<file path="src/rtl/mac_seq_pkg.sv">
// Shared state encoding, counter-width helper and real/imaginary address
// interleave rule for the MAC row sequencer.
package mac_seq_pkg;

    typedef enum logic [1:0] {
        ST_IDLE  = 2'd0,
        ST_ISSUE = 2'd1,
        ST_DRAIN = 2'd2
    } seq_state_t;

    // Width of a counter/index that must hold values 0..n-1 (never zero bits).
    function automatic int idx_width(input int n);
        return (n > 1) ? $clog2(n) : 1;
    endfunction

    // Complex element idx lives at two consecutive RAM words: real first.
    function automatic int re_addr(input int idx);
        return 2 * idx;
    endfunction

    function automatic int im_addr(input int idx);
        return 2 * idx + 1;
    endfunction

endpackage

</file>
<file path="src/rtl/tick_delay_line.sv">
// LAT-deep shift register that only advances on the slow tick; used to turn
// the issue-valid bit into the accumulator enable.
module tick_delay_line #(
    parameter int LAT = 2
) (
    input  logic clk_seq,
    input  logic rst_seq,
    input  logic tick_seq,
    input  logic flush_seq,
    input  logic din_seq,
    output logic dout_seq
);

    logic [LAT-1:0] sr_q;

    generate
        if (LAT == 1) begin : g_single
            always_ff @(posedge clk_seq) begin
                if (!rst_seq || flush_seq) begin
                    sr_q <= '0;
                end else if (tick_seq) begin
                    sr_q <= din_seq;
                end
            end
        end else begin : g_multi
            always_ff @(posedge clk_seq) begin
                if (!rst_seq || flush_seq) begin
                    sr_q <= '0;
                end else if (tick_seq) begin
                    sr_q <= {sr_q[LAT-2:0], din_seq};
                end
            end
        end
    endgenerate

    assign dout_seq = sr_q[LAT-1];

endmodule

</file>
<file path="src/rtl/mac_row_sequencer.sv">
// Tick-driven row-at-a-time address/control sequencer for the complex MAC.
//   state    | meaning
//   ST_IDLE  | waiting for a start (pending start kept until the next tick)
//   ST_ISSUE | driving element k of row r, one element per tick
//   ST_DRAIN | LAT ticks for the last product to reach the accumulator
module mac_row_sequencer
    import mac_seq_pkg::*;
#(
    parameter int NDIR = 4,
    parameter int NCOL = 2,
    parameter int NROW = 4,
    parameter int LAT  = 2
) (
    input  logic                        clk_seq,
    input  logic                        rst_seq,
    input  logic                        tick_seq,
    input  logic                        start_seq,
    input  logic                        abort_seq,
    output logic [NDIR-1:0]             addr_am1_seq,
    output logic [NDIR-1:0]             addr_bm1_seq,
    output logic [NDIR-1:0]             addr_am2_seq,
    output logic [NDIR-1:0]             addr_bm2_seq,
    output logic                        clr_seq,
    output logic                        ena_seq,
    output logic                        valid_seq,
    output logic [idx_width(NROW)-1:0]  row_seq,
    output logic                        busy_seq,
    output logic                        flag_seq
);

    localparam int RW = idx_width(NROW);
    localparam int KW = idx_width(NCOL);
    localparam int DW = idx_width(LAT);

    seq_state_t      state_q, state_d;
    logic            pend_q, pend_d;
    logic [RW-1:0]   r_q, r_d;
    logic [KW-1:0]   k_q, k_d;
    logic [DW-1:0]   d_q, d_d;
    logic [NDIR-1:0] am1_q, am1_d, bm1_q, bm1_d, am2_q, am2_d, bm2_q, bm2_d;
    logic            clr_q, clr_d, valid_q, valid_d, busy_q, busy_d, flag_q, flag_d;
    logic [RW-1:0]   row_q, row_d;
    logic            load_addr;
    logic            issue_vld;

    always_ff @(posedge clk_seq) begin
        if (!rst_seq) begin
            state_q <= ST_IDLE;
            pend_q  <= 1'b0;
            r_q     <= '0;
            k_q     <= '0;
            d_q     <= '0;
            am1_q   <= '0;
            bm1_q   <= '0;
            am2_q   <= '0;
            bm2_q   <= '0;
            clr_q   <= 1'b0;
            valid_q <= 1'b0;
            busy_q  <= 1'b0;
            flag_q  <= 1'b0;
            row_q   <= '0;
        end else begin
            state_q <= state_d;
            pend_q  <= pend_d;
            r_q     <= r_d;
            k_q     <= k_d;
            d_q     <= d_d;
            am1_q   <= am1_d;
            bm1_q   <= bm1_d;
            am2_q   <= am2_d;
            bm2_q   <= bm2_d;
            clr_q   <= clr_d;
            valid_q <= valid_d;
            busy_q  <= busy_d;
            flag_q  <= flag_d;
            row_q   <= row_d;
        end
    end

    always_comb begin
        state_d   = state_q;
        pend_d    = pend_q;
        r_d       = r_q;
        k_d       = k_q;
        d_d       = d_q;
        clr_d     = clr_q;
        valid_d   = 1'b0;
        busy_d    = busy_q;
        flag_d    = flag_q;
        row_d     = row_q;
        load_addr = 1'b0;

        if (abort_seq) begin
            state_d = ST_IDLE;
            pend_d  = 1'b0;
            clr_d   = 1'b0;
            busy_d  = 1'b0;
            flag_d  = 1'b0;
        end else begin
            unique case (state_q)
                ST_IDLE: begin
                    if (tick_seq && (start_seq || pend_q)) begin
                        state_d   = ST_ISSUE;
                        pend_d    = 1'b0;
                        r_d       = '0;
                        k_d       = '0;
                        clr_d     = 1'b1;
                        busy_d    = 1'b1;
                        flag_d    = 1'b0;
                        load_addr = 1'b1;
                    end else if (start_seq) begin
                        pend_d = 1'b1;
                    end
                end
                ST_ISSUE: begin
                    if (tick_seq) begin
                        clr_d = 1'b0;
                        if (k_q == KW'(NCOL - 1)) begin
                            state_d = ST_DRAIN;
                            d_d     = DW'(LAT - 1);
                        end else begin
                            k_d       = k_q + KW'(1);
                            load_addr = 1'b1;
                        end
                    end
                end
                ST_DRAIN: begin
                    if (tick_seq) begin
                        if (d_q == '0) begin
                            valid_d = 1'b1;
                            row_d   = r_q;
                            if (r_q == RW'(NROW - 1)) begin
                                state_d = ST_IDLE;
                                busy_d  = 1'b0;
                                flag_d  = 1'b1;
                            end else begin
                                // Next row's first element and clear share the valid edge.
                                state_d   = ST_ISSUE;
                                r_d       = r_q + RW'(1);
                                k_d       = '0;
                                clr_d     = 1'b1;
                                load_addr = 1'b1;
                            end
                        end else begin
                            d_d = d_q - DW'(1);
                        end
                    end
                end
                default: state_d = ST_IDLE;
            endcase
        end

        am1_d = am1_q;
        bm1_d = bm1_q;
        am2_d = am2_q;
        bm2_d = bm2_q;
        if (load_addr) begin
            am1_d = NDIR'(re_addr(int'(r_d) * NCOL + int'(k_d)));
            bm1_d = NDIR'(im_addr(int'(r_d) * NCOL + int'(k_d)));
            am2_d = NDIR'(re_addr(int'(k_d)));
            bm2_d = NDIR'(im_addr(int'(k_d)));
        end
    end

    assign issue_vld = (state_q == ST_ISSUE);

    tick_delay_line #(.LAT(LAT)) u_dly (
        .clk_seq   (clk_seq),
        .rst_seq   (rst_seq),
        .tick_seq  (tick_seq),
        .flush_seq (abort_seq),
        .din_seq   (issue_vld),
        .dout_seq  (ena_seq)
    );

    assign addr_am1_seq = am1_q;
    assign addr_bm1_seq = bm1_q;
    assign addr_am2_seq = am2_q;
    assign addr_bm2_seq = bm2_q;
    assign clr_seq      = clr_q;
    assign valid_seq    = valid_q;
    assign row_seq      = row_q;
    assign busy_seq     = busy_q;
    assign flag_seq     = flag_q;

endmodule
</file>
<file path="config.mk">
export PLATFORM = sky130hd
export DESIGN_NAME = mac_row_sequencer
export DESIGN_NICKNAME = d
export VERILOG_FILES = /design/src/rtl/mac_seq_pkg.sv /design/src/rtl/tick_delay_line.sv /design/src/rtl/mac_row_sequencer.sv
export SDC_FILE = /design/constraint.sdc
export NUM_CORES = 1
export LEC_CHECK = 0
export BUFFER_PORTS_ARGS = -buffer_cell sky130_fd_sc_hd__clkbuf_2
export CAP_MARGIN = 5
export CELL_PAD_IN_SITES_DETAIL_PLACEMENT = 1
export CELL_PAD_IN_SITES_GLOBAL_PLACEMENT = 1
export CORE_AREA = 2 2 83 45
export CTS_CLUSTER_SIZE = 25
export DETAILED_ROUTE_END_ITERATION = 10
export DIE_AREA = 0 0 85 47
export PLACE_DENSITY_LB_ADDON = 0.1
export SLEW_MARGIN = 20
export SYNTH_ARGS = -nofsm -noshare
export SYNTH_HDL_FRONTEND = slang
export SYNTH_SLANG_ARGS = --single-unit
</file>
<file path="constraint.sdc">
create_clock -name clk_seq -period 1.8 [get_ports clk_seq]
set_clock_uncertainty 0.1 [all_clocks]
set_input_delay 0.09 -clock clk_seq [delete_from_list [all_inputs] [get_ports clk_seq]]
set_output_delay 0.09 -clock clk_seq [all_outputs]
set_load 0.01 [all_outputs]
</file>
# After elaboration in Yosys (flattened, before gate mapping)

Index checks and enable logic that the tools add are counted.

Add/sub/neg operators: 6
Equal/unequal tests: 10
Muxes and demuxes: 52
Bitwise logic cells: 5
Reduce and logical (&&, ||, !) cells: 17

Operators with widths:

| operator            | count |
|---|---|
| $mux 1              | 34 |
| $mux 2              | 10 |
| $reduce_and 5->1    | 3 |
| $ne 2x2->1 const B  | 7 |
| $pmux 1 s3          | 3 |
| $pmux 1 s2          | 3 |
| $pmux 2 s3          | 1 |
| $reduce_and 6->1    | 1 |
| $reduce_bool 2->1   | 3 |
| $not 1->1           | 5 |
| $add 4x1->4 const B | 1 |
| $eq 2x2->1 const B  | 2 |
| $pmux 2 s2          | 1 |
| $reduce_and 4->1    | 1 |
| $reduce_or 4->1     | 1 |
| $add 2x1->3 const B | 1 |
| $add 3x1->3         | 1 |
| $reduce_bool 3->1   | 1 |
| $add 2x1->2 const B | 1 |
| $eq 2x1->1 const B  | 1 |
| $logic_not 2->1     | 1 |
| $logic_or 1x1->1    | 2 |
| $reduce_and 2->1    | 1 |
| $reduce_or 2->1     | 1 |
| 4 further kinds     | 4 |

Register bits after elaboration: 27
Input port bits: 5
Output and inout port bits: 23
Logic and storage cells: 105

# Longest topological paths before layout

Depth after elaboration: 8
Mapped depth: 8
Gate-level depth less buffers: 6

# Hierarchy

From an unflattened synthesis, not the netlist that was laid out.

Cells, all modules: 118
Area total of the unflattened synthesis: 1084.8 um^2

By module, submodules not included:

| module            | instances | cells an instance | area an instance (um^2) | seq. area each (um^2) |
|---|---|---|---|---|
| mac_row_sequencer | 1         | 111               | 1011.0                  | 340.3 |
| tick_delay_line   | 1         | 7                 | 73.8                    | 40.0 |

# Least setup slack after synthesis

OpenSTA, ideal clock, no wires.

Path type: register to register
Start point: reg state_q[0]
End point: reg am1_q[3] (netlist: addr_am1_seq[3])
Setup time: 121 ps
Data arrival time: 1616 ps
Data required time: 1579 ps
Path slack: -37 ps
Stages on the path, launching flop included: 8
Buffers on the path: 1
Period minus slack after synthesis: 1837 ps
Cells stage by stage: dfxtp_1 -> inv_1 -> ha_1 -> buf_2 -> nor4bb_1 -> a311oi_2 -> nor2_2 -> mux2_4

Cells in the longest elaborated chain, start to end: 4
Elaborated cells on any way between the ends: 10
Those cells by class: 1 x add/sub; 2 x eq/ne; 6 x mux; 1 x reduce/logical

RTL lines:

| item                                            | RTL line                 | source |
|---|---|---|
| from (decl)                                     | mac_row_sequencer.sv:35  | `seq_state_t state_q, state_d;` |
| from (signal assigned)                          | mac_row_sequencer.sv:63  | `state_q <= state_d;` |
| $eq 2x2->1, or another cell as far along        | mac_row_sequencer.sv:100 | `unique case (state_q)` |
| $pmux 1 s3 / $pmux 2 s2 (equally long branches) | mac_row_sequencer.sv:100 |  |
| $mux 1 / $mux 2 (equally long branches)         | mac_row_sequencer.sv:93  | `if (abort_seq) begin` |
| $add 3x1->3                                     | mac_row_sequencer.sv:158 | `am1_d = NDIR'(re_addr(int'(r_d) * NCOL + int'(k_d)));` |
| to (signal assigned)                            | mac_row_sequencer.sv:68  | `am1_q <= am1_d;` |
| to (decl)                                       | mac_row_sequencer.sv:40  | `logic [NDIR-1:0] am1_q, am1_d, bm1_q, bm1_d, am2_q, am2_d, bm2_q, bm2_d;` |

Several ways; a longest one is shown, not always the timed one.
A chain may end at the register's enable or synchronous reset.

# Final worst setup path

Start point: reg state_q[1]
End point: reg am1_q[3] (netlist: addr_am1_seq[3])

Same word-level chain as after synthesis.

==> parameters.txt <==
Parameter                              Value

Synth
  Sequential cell area fraction in the yosys report    34.2%
  Number of enable-type register cells in the synthesized netlist    0
  Number of synthesized register bits    19
  Number of different library cells in the post-synthesis netlist    46
  Number of warnings printed during yosys synthesis    0
  Netlist area before placement    0.00111 mm²
  Most area-consuming cells after synthesis    dfxtp_1 34%, buf_4 8.1%, ha_1 4.5%, mux2i_1 4.5%, a21oi_1 3.6%
  Fraction of registers with async set/reset    0%
  Area share of the leading cell type in the synthesized netlist    34.2%
  Syn avg cell area    9.11 µm²
  Syn Inst Count    122
  Library cell occupying the most area in the post-synthesis netlist    dfxtp_1
  Most used flip-flop cell after synthesis    dfxtp_1

Placed design
  Number of buffers added on ports    21
  Half-perimeter wire length after placement    2.33 mm
  Post-placement cell count    181
  GPL Wtd Cong    0.769

Routing
  Count of nets left with antenna violations after detail routing    0
  Post-DR vias/cell    5.13
  First-pass detailed-route iteration total    4
  Count of vias placed by the detailed router    955
  Number of violations reported at the end of detailed-routing iteration 0    43
  Wire length reported by the detailed router    2.98 mm
  DRC violations left    0
  Average wire per cell in the routed design    16.0 µm

STA
  Final Setup Violations    0
  Unrepaired setup endpoints after global routing    yes
  Number of slew-limit violations in the final report    0
  Fin crit period    1.75 ns
  Achievable clock frequency    0.572 GHz
  Period Utilization, post-route    97.1%
  Setup TNS Final    0 ns
  Hold Violations, Final    0

Global route
  Global-route met2 utilization    25.0%
  Met3 layer usage reported by global route    4.75%
  Number of global-route vias before repair    904
  Overflow left after global routing    0
  Layer with the highest usage after global routing    met2
  Met1 routing resource usage after global routing    22.4%
  Number of antenna violations at the first check in global routing    0
  Largest net degree at the start of global routing    15
  Wire length of the first global-routing pass    4.70 mm
  Overall routing resource usage    16.1%

Floorplan
  Die Y-Extent    47 µm
  Number of cell rows    15
  Core Area    0.00328 mm²
  Total I/O pin count    28
  Die Outline Area    0.00400 mm²
  Die boundary width    85 µm
  Starting utilization of the core area    33.8%

Critical path
  Arrival time reported for the critical path endpoint    1.81 ns
  Longest individual stage delay on the worst path    0.39 ns
  Critical path type    reg -> reg
  Crit path buffers/inverters    1
  Slowest cell on the critical path    dfxtp_4
  Category of cells accounting for the largest share of critical-path delay    compound AO/OA/AOI/OAI gates
  Critical Path Sink Type    register
  Peak fanout along the critical path    7
  Sort of element at the start of the critical path    register
  Sequence of cells on the critical path    inv_1, ha_4, o211a_4, a311oi_2, nor2_2, mux2_4
  Crit path required time    1.86 ns

Layout
  Final instance count without filler cells    186
  Fillers    395
  Final core utilization    41.4%
  Layout cell share with drive strength beyond 1    39.6%
  Antenna cells    0
  Nets@finish    154
  Synthesis-to-finish area growth    22.3%

Pwr
  Leak Pwr    0.536 nW
  Post-layout power    0.000888 W
  Worst IR Drop VDD    0.336 mV
  Cell Pwr Density    653 mW/mm²

CTS
  Post-CTS Hold Buffers    0
  Worst-case clock buffer depth    2
  TritonCTS Sinks    19
  # H-tree levels    1
  Number of buffers created by CTS    3
  Clock-pin transition on the worst setup and hold timing paths    0.08 ns
  Clock latency at the later pin of the worst-skew pair    0.27 ns
  Clock tree root driver cell    clkbuf_8
  CTS tree    built

Run status
  Outcome    finished clean

Min path
  Class of the tightest hold or removal check    in -> reg

Job
  Maximum capacitance violations    0
path summary, 6_finish.rpt:
path | cells after the start | slack [ns] | startpoint | to
setup / recovery | 6 | 0.05 | state_q[1] | addr_am1_seq[3]
hold / removal | 2 | 0.03 | rst_seq | valid_seq
setup reg to reg | 6 | 0.05 | state_q[1] | addr_am1_seq[3]
hold reg to reg | 2 | 0.38 | clr_seq | clr_seq
sequential cells by signal (all words and copies together), names as in the netlist, 2 cells and up:
signal and cells:
addr_bm1_seq 3, r_q 2, row_seq 2, state_q 2
u_dly.sr_q 2
cells by family (layout without fill, tap and decap cells):
group / after synthesis / count (layout) / synth area share [%]
buf+inv: 24 / 41 / 13.7
simple gates: 36 / 36 / 19.3
other cells: 1 / 6 / 0.338
compound gates: 31 / 31 / 21.1
fa+ha+maj: 4 / 4 / 4.50
mux: 7 / 7 / 6.87
flops: 19 / 19 / 34.2
cells in the final DEF, fill, tap and decap left out, types with 2 or more instances in the layout:
cell      instances
nor2b_1           5
buf_4            10
dfxtp_1          17
nor2_1            7
o21ai_0           2
o211ai_1          3
mux2i_1           5
nand2_1           5
ha_4              2
a21oi_1           8
conb_1            6
clkbuf_2         21
a311oi_2          2
o21ai_1           2
o41ai_1           3
inv_1             5
and2_1            2
clkbuf_8          3
cells in the mapped netlist (2+ instances only):
library cell and n:
clkbuf_1 2, inv_1 6, buf_2 2, ha_1 4, a31oi_1 2, buf_4 12
dfxtp_1 19, o21ai_0 2, o41ai_1 3, nand2_1 5, a21oi_1 8, a311oi_2 2
nor3_1 2, o21ai_1 2, o211ai_1 3, mux2i_1 5, nor2b_1 5, buf_6 2
and2_1 2, nor2_1 7, nor4bb_1 2
through the flow:
| stage | hold WS [ns] | area [µm²] | setup slack, ns |
|---|---|---|---|
| global placement | 0.304 | 1250 | 0.0136 |
| global route | 0.0458 | 1360 | -0.0114 |
| detailed placement | 0.317 | 1250 | -0.0561 |
| finish | 0.0344 | 1360 | 0.0526 |
| floorplan | 0.142 | 1160 | 0.0112 |
| CTS | 0.0279 | 1310 | -0.0224 |
layer usage:
layer	share of wire [%]	up-vias
met5	0	-
met4	0.34	0
met3	5.1	2
met2	43	27
met1	51	466
li1	-	460
repair_timing:
action                                  4_1_cts  5_1_grt
endpoints found under the setup margin        5        6
setup buffers                                 1        0
gates cloned                                  0        0
gates resized for setup                       2        9
pin swaps                                     1        4
hold endpoints to repair                      0        0
layout make-up:
type | count | area (µm²) | area share [%]
repair buffers | 31 | 180 | 13.3
clock buffers | 3 | 41.3 | 3.04
flip-flops and latches | 19 | 385 | 28.4
clock inverters | 1 | 7.51 | 0.552
inverters | 6 | 25.0 | 1.84
well taps | 42 | 52.6 | 3.87
multi-input cells | 84 | 667 | 49.1
where the power goes:
part / leakage (nW) / switching [W] / internal (W) / total, W
logic: 0.360 / 0.0000754 / 0.0000548 / 0.000130
clock network: 0.0217 / 0.000169 / 0.000157 / 0.000326
registers: 0.155 / 0.00000567 / 0.000426 / 0.000432
total: 0.536 / 0.000250 / 0.000638 / 0.000888
Note: power is estimated with default switching activity, not from simulation.
